**config.mk**
```make
export PLATFORM = sky130hd
export DESIGN_NAME = seq_multiplier
export DESIGN_NICKNAME = d
export VERILOG_FILES = /design/src/rtl/seq_multiplier.sv
export SDC_FILE = /design/constraint.sdc
export NUM_CORES = 1
export LEC_CHECK = 0
export CORE_UTILIZATION = 60
export DETAILED_ROUTE_END_ITERATION = 7
export GPL_TIMING_DRIVEN = 0
export PLACE_DENSITY = 0.83
export SLEW_MARGIN = 10
export SYNTH_ARGS = -nofsm -noshare
export SYNTH_HDL_FRONTEND = slang
export SYNTH_SLANG_ARGS = --single-unit
```
**constraint.sdc**
```tcl
create_clock -name clk -period 6.1 [get_ports clk]
set_input_delay 1.22 -clock clk [delete_from_list [all_inputs] [get_ports clk]]
set_output_delay 1.22 -clock clk [all_outputs]
set_load 0.05 [all_outputs]
```
**src/rtl/seq_multiplier.sv**
```systemverilog
`default_nettype none
// ============================================================================
// Module   : seq_multiplier
// Purpose  : Iterative unsigned WIDTH x WIDTH -> 2*WIDTH shift-add multiplier.
// Revision : 1.0  initial release
// ============================================================================
module seq_multiplier #(
    parameter int WIDTH = 32
) (
    input  logic                 clk,
    input  logic                 reset,
    input  logic [WIDTH-1:0]     a,
    input  logic [WIDTH-1:0]     b,
    output logic [2*WIDTH-1:0]   p,
    output logic                 rdy
);

    localparam int CW = $clog2(WIDTH + 1);
    localparam logic [CW-1:0] c_CNT_DONE = CW'(WIDTH);
    localparam logic [CW-1:0] c_CNT_LAST = CW'(WIDTH - 1);

    logic [2*WIDTH-1:0] r_mcand;
    logic [WIDTH-1:0]   r_mplier;
    logic [CW-1:0]      r_cnt;
    logic [2*WIDTH-1:0] r_p;
    logic               r_rdy;

    // The multiplicand is pre-shifted and the multiplier consumed LSB-first,
    // which is equivalent to adding (a << counter) when b[counter] is set.
    always_ff @(posedge clk) begin
        if (reset) begin
            r_p      <= '0;
            r_rdy    <= 1'b0;
            r_cnt    <= '0;
            r_mcand  <= {{WIDTH{1'b0}}, a};
            r_mplier <= b;
        end else if (r_cnt < c_CNT_DONE) begin
            if (r_mplier[0]) begin
                r_p <= r_p + r_mcand;
            end
            r_mcand  <= r_mcand << 1;
            r_mplier <= r_mplier >> 1;
            r_cnt    <= r_cnt + 1'b1;
            if (r_cnt == c_CNT_LAST) begin
                r_rdy <= 1'b1;
            end
        end
    end

    assign p   = r_p;
    assign rdy = r_rdy;

endmodule
`default_nettype wire

```
# Yosys cells after proc, flatten, opt, wreduce, memory -nomap -nowiden
# Index checks and enable logic that the tools add are counted.
dict set report totals {
  regBits 167
  in_bits 66
  out_inout_bits 65
  word_cells 17
}
dict set report op_classes {
  addsub 2
  magnitude_cmp 1
  eq_ne 1
  n_mux 4
  n_reduce_logical 3
}
# op count
set op_table {}
lappend op_table {{$mux W32} 4}
lappend op_table {{$add A64 B64 Y64} 1}
lappend op_table {{$add A6 B1 Y6 const B} 1}
lappend op_table {{$eq A6 B5 Y1 const B} 1}
lappend op_table {{$lt A6 B6 Y1 const B} 1}
lappend op_table {{$reduce_and A2 Y1} 2}
lappend op_table {{$reduce_bool A2 Y1} 1}

# Depth between registers and ports, before layout
dict set report depth {
  word_depth 3
  depth_mapped 13
  mapped_depth_nobuf 13
}

# Least setup slack after synthesis
# Ideal clock, no wire load.
dict set report synth_timing {
  path_kind {input -> register}
  startpoint {in reset}
  endpoint {reg r_mcand[0], enable pin}
  setup_ns 0.432
  arrival_ns 3.339
  t_required_ns 5.668
  path_slack_ns 2.328
  cell_stages 3
  path_buffers 2
  cell_sequence {clkbuf_1 > clkbuf_1 > nand2b_1}
}
dict set report synth_between {
  elab_chain_len 1
}
# item line
set synth_rtl {}
lappend synth_rtl {{start: declaration} 11} ;# input logic reset,
lappend synth_rtl {{$reduce_bool A2 Y1 (no source line)} --}
lappend synth_rtl {{end signal: assignment} 35} ;# r_mcand <= {{WIDTH{1'b0}}, a};
lappend synth_rtl {{end signal: assignment} 41} ;# r_mcand <= r_mcand << 1;
lappend synth_rtl {{end: declaration} 22} ;# logic [2*WIDTH-1:0] r_mcand;
# No other way between the ends.
# A chain may end at the register's enable or synchronous reset.

# Worst setup path after layout
dict set report layout_timing {
  startpoint {reg r_mcand[0]}
  endpoint {reg r_p[58], in the netlist p[58]}
}
dict set report layout_between {
  elab_chain_len 1
}
# item line
set layout_rtl {}
lappend layout_rtl {{$add A64 B64 Y64} 39} ;# r_p <= r_p + r_mcand;
lappend layout_rtl {{end signal: assignment} 39}
lappend layout_rtl {{end: declaration} 25} ;# logic [2*WIDTH-1:0] r_p;
# No other way between the ends.

==> results.json <==
{
  "status": "finished clean",
  "slew_violations": 0,
  "syn_area_um2": 9850,
  "synth-seq-cells": 167,
  "p_per_area_nw_per_um2": 294,
  "cp_top_family": "compound AO/OA/AOI/OAI gates",
  "dp_cells": 1387,
  "die_w_um": 130,
  "cp_cell_sequence": "ha_1, fa_1, a21o_1, a221oi_4, o21ai_1, a41oi_1, o22ai_1, a21boi_2, o21bai_2, a21oi_1, o21ai_1, xnor2_1, a22o_1",
  "antenna_cells": 0,
  "ant_nets": 0,
  "routedWlPerCell_um": 17.7,
  "cap_viol_max_count": 0,
  "finClkSkew_ns": 0.0144,
  "hold_class": "register to register",
  "antenna_found_initial": 0,
  "final_common_cell": "nand2_1",
  "dp_slack_ns": 2.24,
  "rows": 46,
  "worst_ir_drop_vdd_mv": 0.224,
  "swShare_pct": 36.1,
  "finalCriticalPeriod_ns": 3.99,
  "synth_warnings": 0,
  "leakagePower_uw": 0.00466,
  "gr-total-overflow": 0,
  "power_frac_seq_pct": 37.8,
  "r2r_slack_ns": 2.11,
  "endpoint": "p[58]$_SDFFE_PP0P_",
  "internal_power_uw": 2270,
  "pwr-share-comb_pct": 32.1,
  "finalHoldViolations": 0,
  "yosysUniqueCellTypes": 76,
  "core_um2": 15900,
  "dpl_cell_area_um2": 11500,
  "finalNetCount": 1321,
  "cp-startpoint": "r_mcand[0]$_SDFFCE_PN0P_",
  "synth.net_count": 1171,
  "cp_data_required_time_ns": 6.43,
  "postRouteWirelength_mm": 25.2,
  "drtIter0Drc": 471,
  "p_sw_uw": 1280,
  "async_flop_share_pct": 0,
  "cts.hold.buffers_added": 0,
  "start_kind": "register",
  "finalSetupViolations": 0,
  "slew_headroom_pct": 44.1,
  "crit_type": "register to register",
  "final_area_um2": 12000,
  "fin_crit_sh_pct": 65.4,
  "grt_max_degree": 51,
  "ff2ff_path_depth": 13,
  "max_freq_mhz": 251,
  "whs_path_depth": 2,
  "cp.depth": 13,
  "drive_above_1_share_pct": 10.5,
  "die_h_um": 130,
  "rsz0062_at_grt": "false",
  "vias": 8386,
  "cts_tree": "yes",
  "layout_setup_ws_ns": 2.11,
  "start_util_pct": 61.8,
  "rr_endpoint": "p[58]$_SDFFE_PP0P_",
  "routed_via_density": 5.91,
  "crit_slowest_cell": "a41oi_1",
  "final.setup.tns_ns": 0,
  "grt_pass1_wl_mm": 40.5,
  "cts_resized": 0,
  "cts-root-buf": "clkbuf_16",
  "grt_pass1_vias": 8228,
  "fin_util_pct": 75.5,
  "final_cell_mix": "nand2_1 (144), clkdlybuf4s50_1 (130), a21oi_1 (107)",
  "numCtsBuffers": 17,
  "drc": 0,
  "seq_area_frac_synth_pct": 40.4,
  "slowest_delay_ns": 0.46,
  "synthFlopType": "dfxtp_1",
  "io_pins": 131,
  "synth-edff-count": 64,
  "die_area_um2": 16900,
  "grt_usage_pct": 30.9,
  "place.gp.congestion": 0.931,
  "cpMostUsedCell": "o21ai_1",
  "drt_pass1_iterations": 5,
  "syn_to_final_growth_pct": 22.2,
  "critPathBufInv": 0,
  "r2r-start": "r_mcand[0]$_SDFFCE_PN0P_",
  "crit_path_end_kind": "register",
  "insertion_delay_ns": 0.44,
  "clkTransAtPathRegs_ns": 0.07,
  "cp_max_fo": 4,
  "worst_slew_pin_slew_ns": 0.839,
  "p_clk_share_pct": 30.0,
  "synth_cells": 1040,
  "io_buffers": 130,
  "instances_no_fill": 1419,
  "cp.arrival_ns": 4.32,
  "cts_buffer_depth": 2,
  "cts-htree-levels": 4,
  "cts_setup_buffers": 0,
  "cts_sinks": 167,
  "dp_hpwl_mm": 18.9,
  "avgSynthCellArea_um2": 9.47
}
## cells in the mapped netlist (all sizes together) (2+ instances only)
library cell / n / area share [%]
a41oi: 6 / 0.69
o211ai: 5 / 0.52
inv: 14 / 0.53
a2bb2oi: 2 / 0.18
a221oi: 3 / 0.51
o22ai: 2 / 0.13
buf: 8 / 0.43
o31ai: 4 / 0.50
mux2: 63 / 7.2
xor2: 17 / 1.5
clkbuf: 40 / 1.5
and4: 3 / 0.27
nand2b: 8 / 0.51
and2: 12 / 0.79
o21ai: 66 / 3.4
a31oi: 9 / 0.57
ha: 64 / 8.1
a211o: 2 / 0.18
a22o: 2 / 0.18
a311o: 2 / 0.20
nand2: 144 / 5.5
a21o: 29 / 2.2
a21boi: 5 / 0.42
nor3: 5 / 0.30
edfxtp: 64 / 20
a311oi: 2 / 0.18
o21bai: 13 / 1.0
dfxtp: 103 / 21
nand4: 12 / 0.76
or2: 2 / 0.13
mux2i: 33 / 3.4
a211oi: 10 / 0.76
nor2b: 12 / 0.76
a21oi: 110 / 5.7
nor2: 66 / 2.5
nand3: 18 / 0.91
or3: 6 / 0.38
xnor2: 44 / 3.9
o21a: 7 / 0.53
and3: 8 / 0.56
## area by class of cell
cell class | instances | area, µm²
multi-input combinational | 811 | 5630
clock inverter | 15 | 155
inverter | 14 | 52.6
buffer | 48 | 194
tap | 216 | 270
sequential | 167 | 3980
timing repair buffer | 131 | 1330
fill | 1190 | 3910
clock buffer | 17 | 425
## flip-flops by register name, indices dropped and copies added (netlist names)
register / flops
r_mplier: 32
r_cnt: 6
rdy: 1
p: 64
r_mcand: 64
## metrics by stage
stage,hold WS (ns),total power (µW)
6_report,0.461,3540
5_1_grt,0.487,3690
4_1_cts,0.466,3540
3_5_place_dp,0.457,2480
3_3_place_gp,0.451,2460
2_1_floorplan,0.484,2150
## tightest hold or removal path: cells and delay by family, from the launching register on
family | cells | cell delay (ns)
flops | 1 | 0.32
compound gates | 1 | 0.05
simple gates | 1 | 0.05
## routing by layer
metal / track usage (%) / up-vias / wire, µm
met5: 0 / - / 0
met4: 10.4 / 0 / 456
met3: 6.31 / 44 / 1530
met2: 52.7 / 292 / 12400
met1: 39.0 / 3963 / 10800
li1: - / 4087 / -
## worst min path at each step
stage	start	endpoint	slack (ns)
2_1_floorplan	r_mcand[31]$_DFFE_PP_	r_mcand[32]$_SDFFE_PP0N_	0.48
3_3_place_gp	p[62]$_SDFFE_PP0P_	p[62]$_SDFFE_PP0P_	0.45
3_5_place_dp	p[62]$_SDFFE_PP0P_	p[62]$_SDFFE_PP0P_	0.46
4_1_cts	p[62]$_SDFFE_PP0P_	p[62]$_SDFFE_PP0P_	0.47
5_1_grt	p[62]$_SDFFE_PP0P_	p[62]$_SDFFE_PP0P_	0.49
6_report	p[62]$_SDFFE_PP0P_	p[62]$_SDFFE_PP0P_	0.46
## power groups by stage
stage / clock network (µW) / logic, µW / registers, µW
2_1_floorplan: 0 / 638 / 1510
3_3_place_gp: 0 / 1100 / 1360
5_1_grt: 1120 / 1230 / 1350
3_5_place_dp: 0 / 1110 / 1360
6_report: 1060 / 1140 / 1340
4_1_cts: 1070 / 1130 / 1340
## logic make-up after synthesis
| family | count (synthesis) | synth area share [%] |
|---|---|---|
| muxes | 96 | 10.6 |
| xor gates and xnor gates | 61 | 5.42 |
| DFF | 167 | 40.4 |
| buffers and inverters | 62 | 2.50 |
| AOI/OAI and AO/OA | 287 | 18.8 |
| adders and majority gates | 65 | 8.33 |
| and+or+nand+nor | 302 | 13.9 |
(Power assumes the default switching activity.)
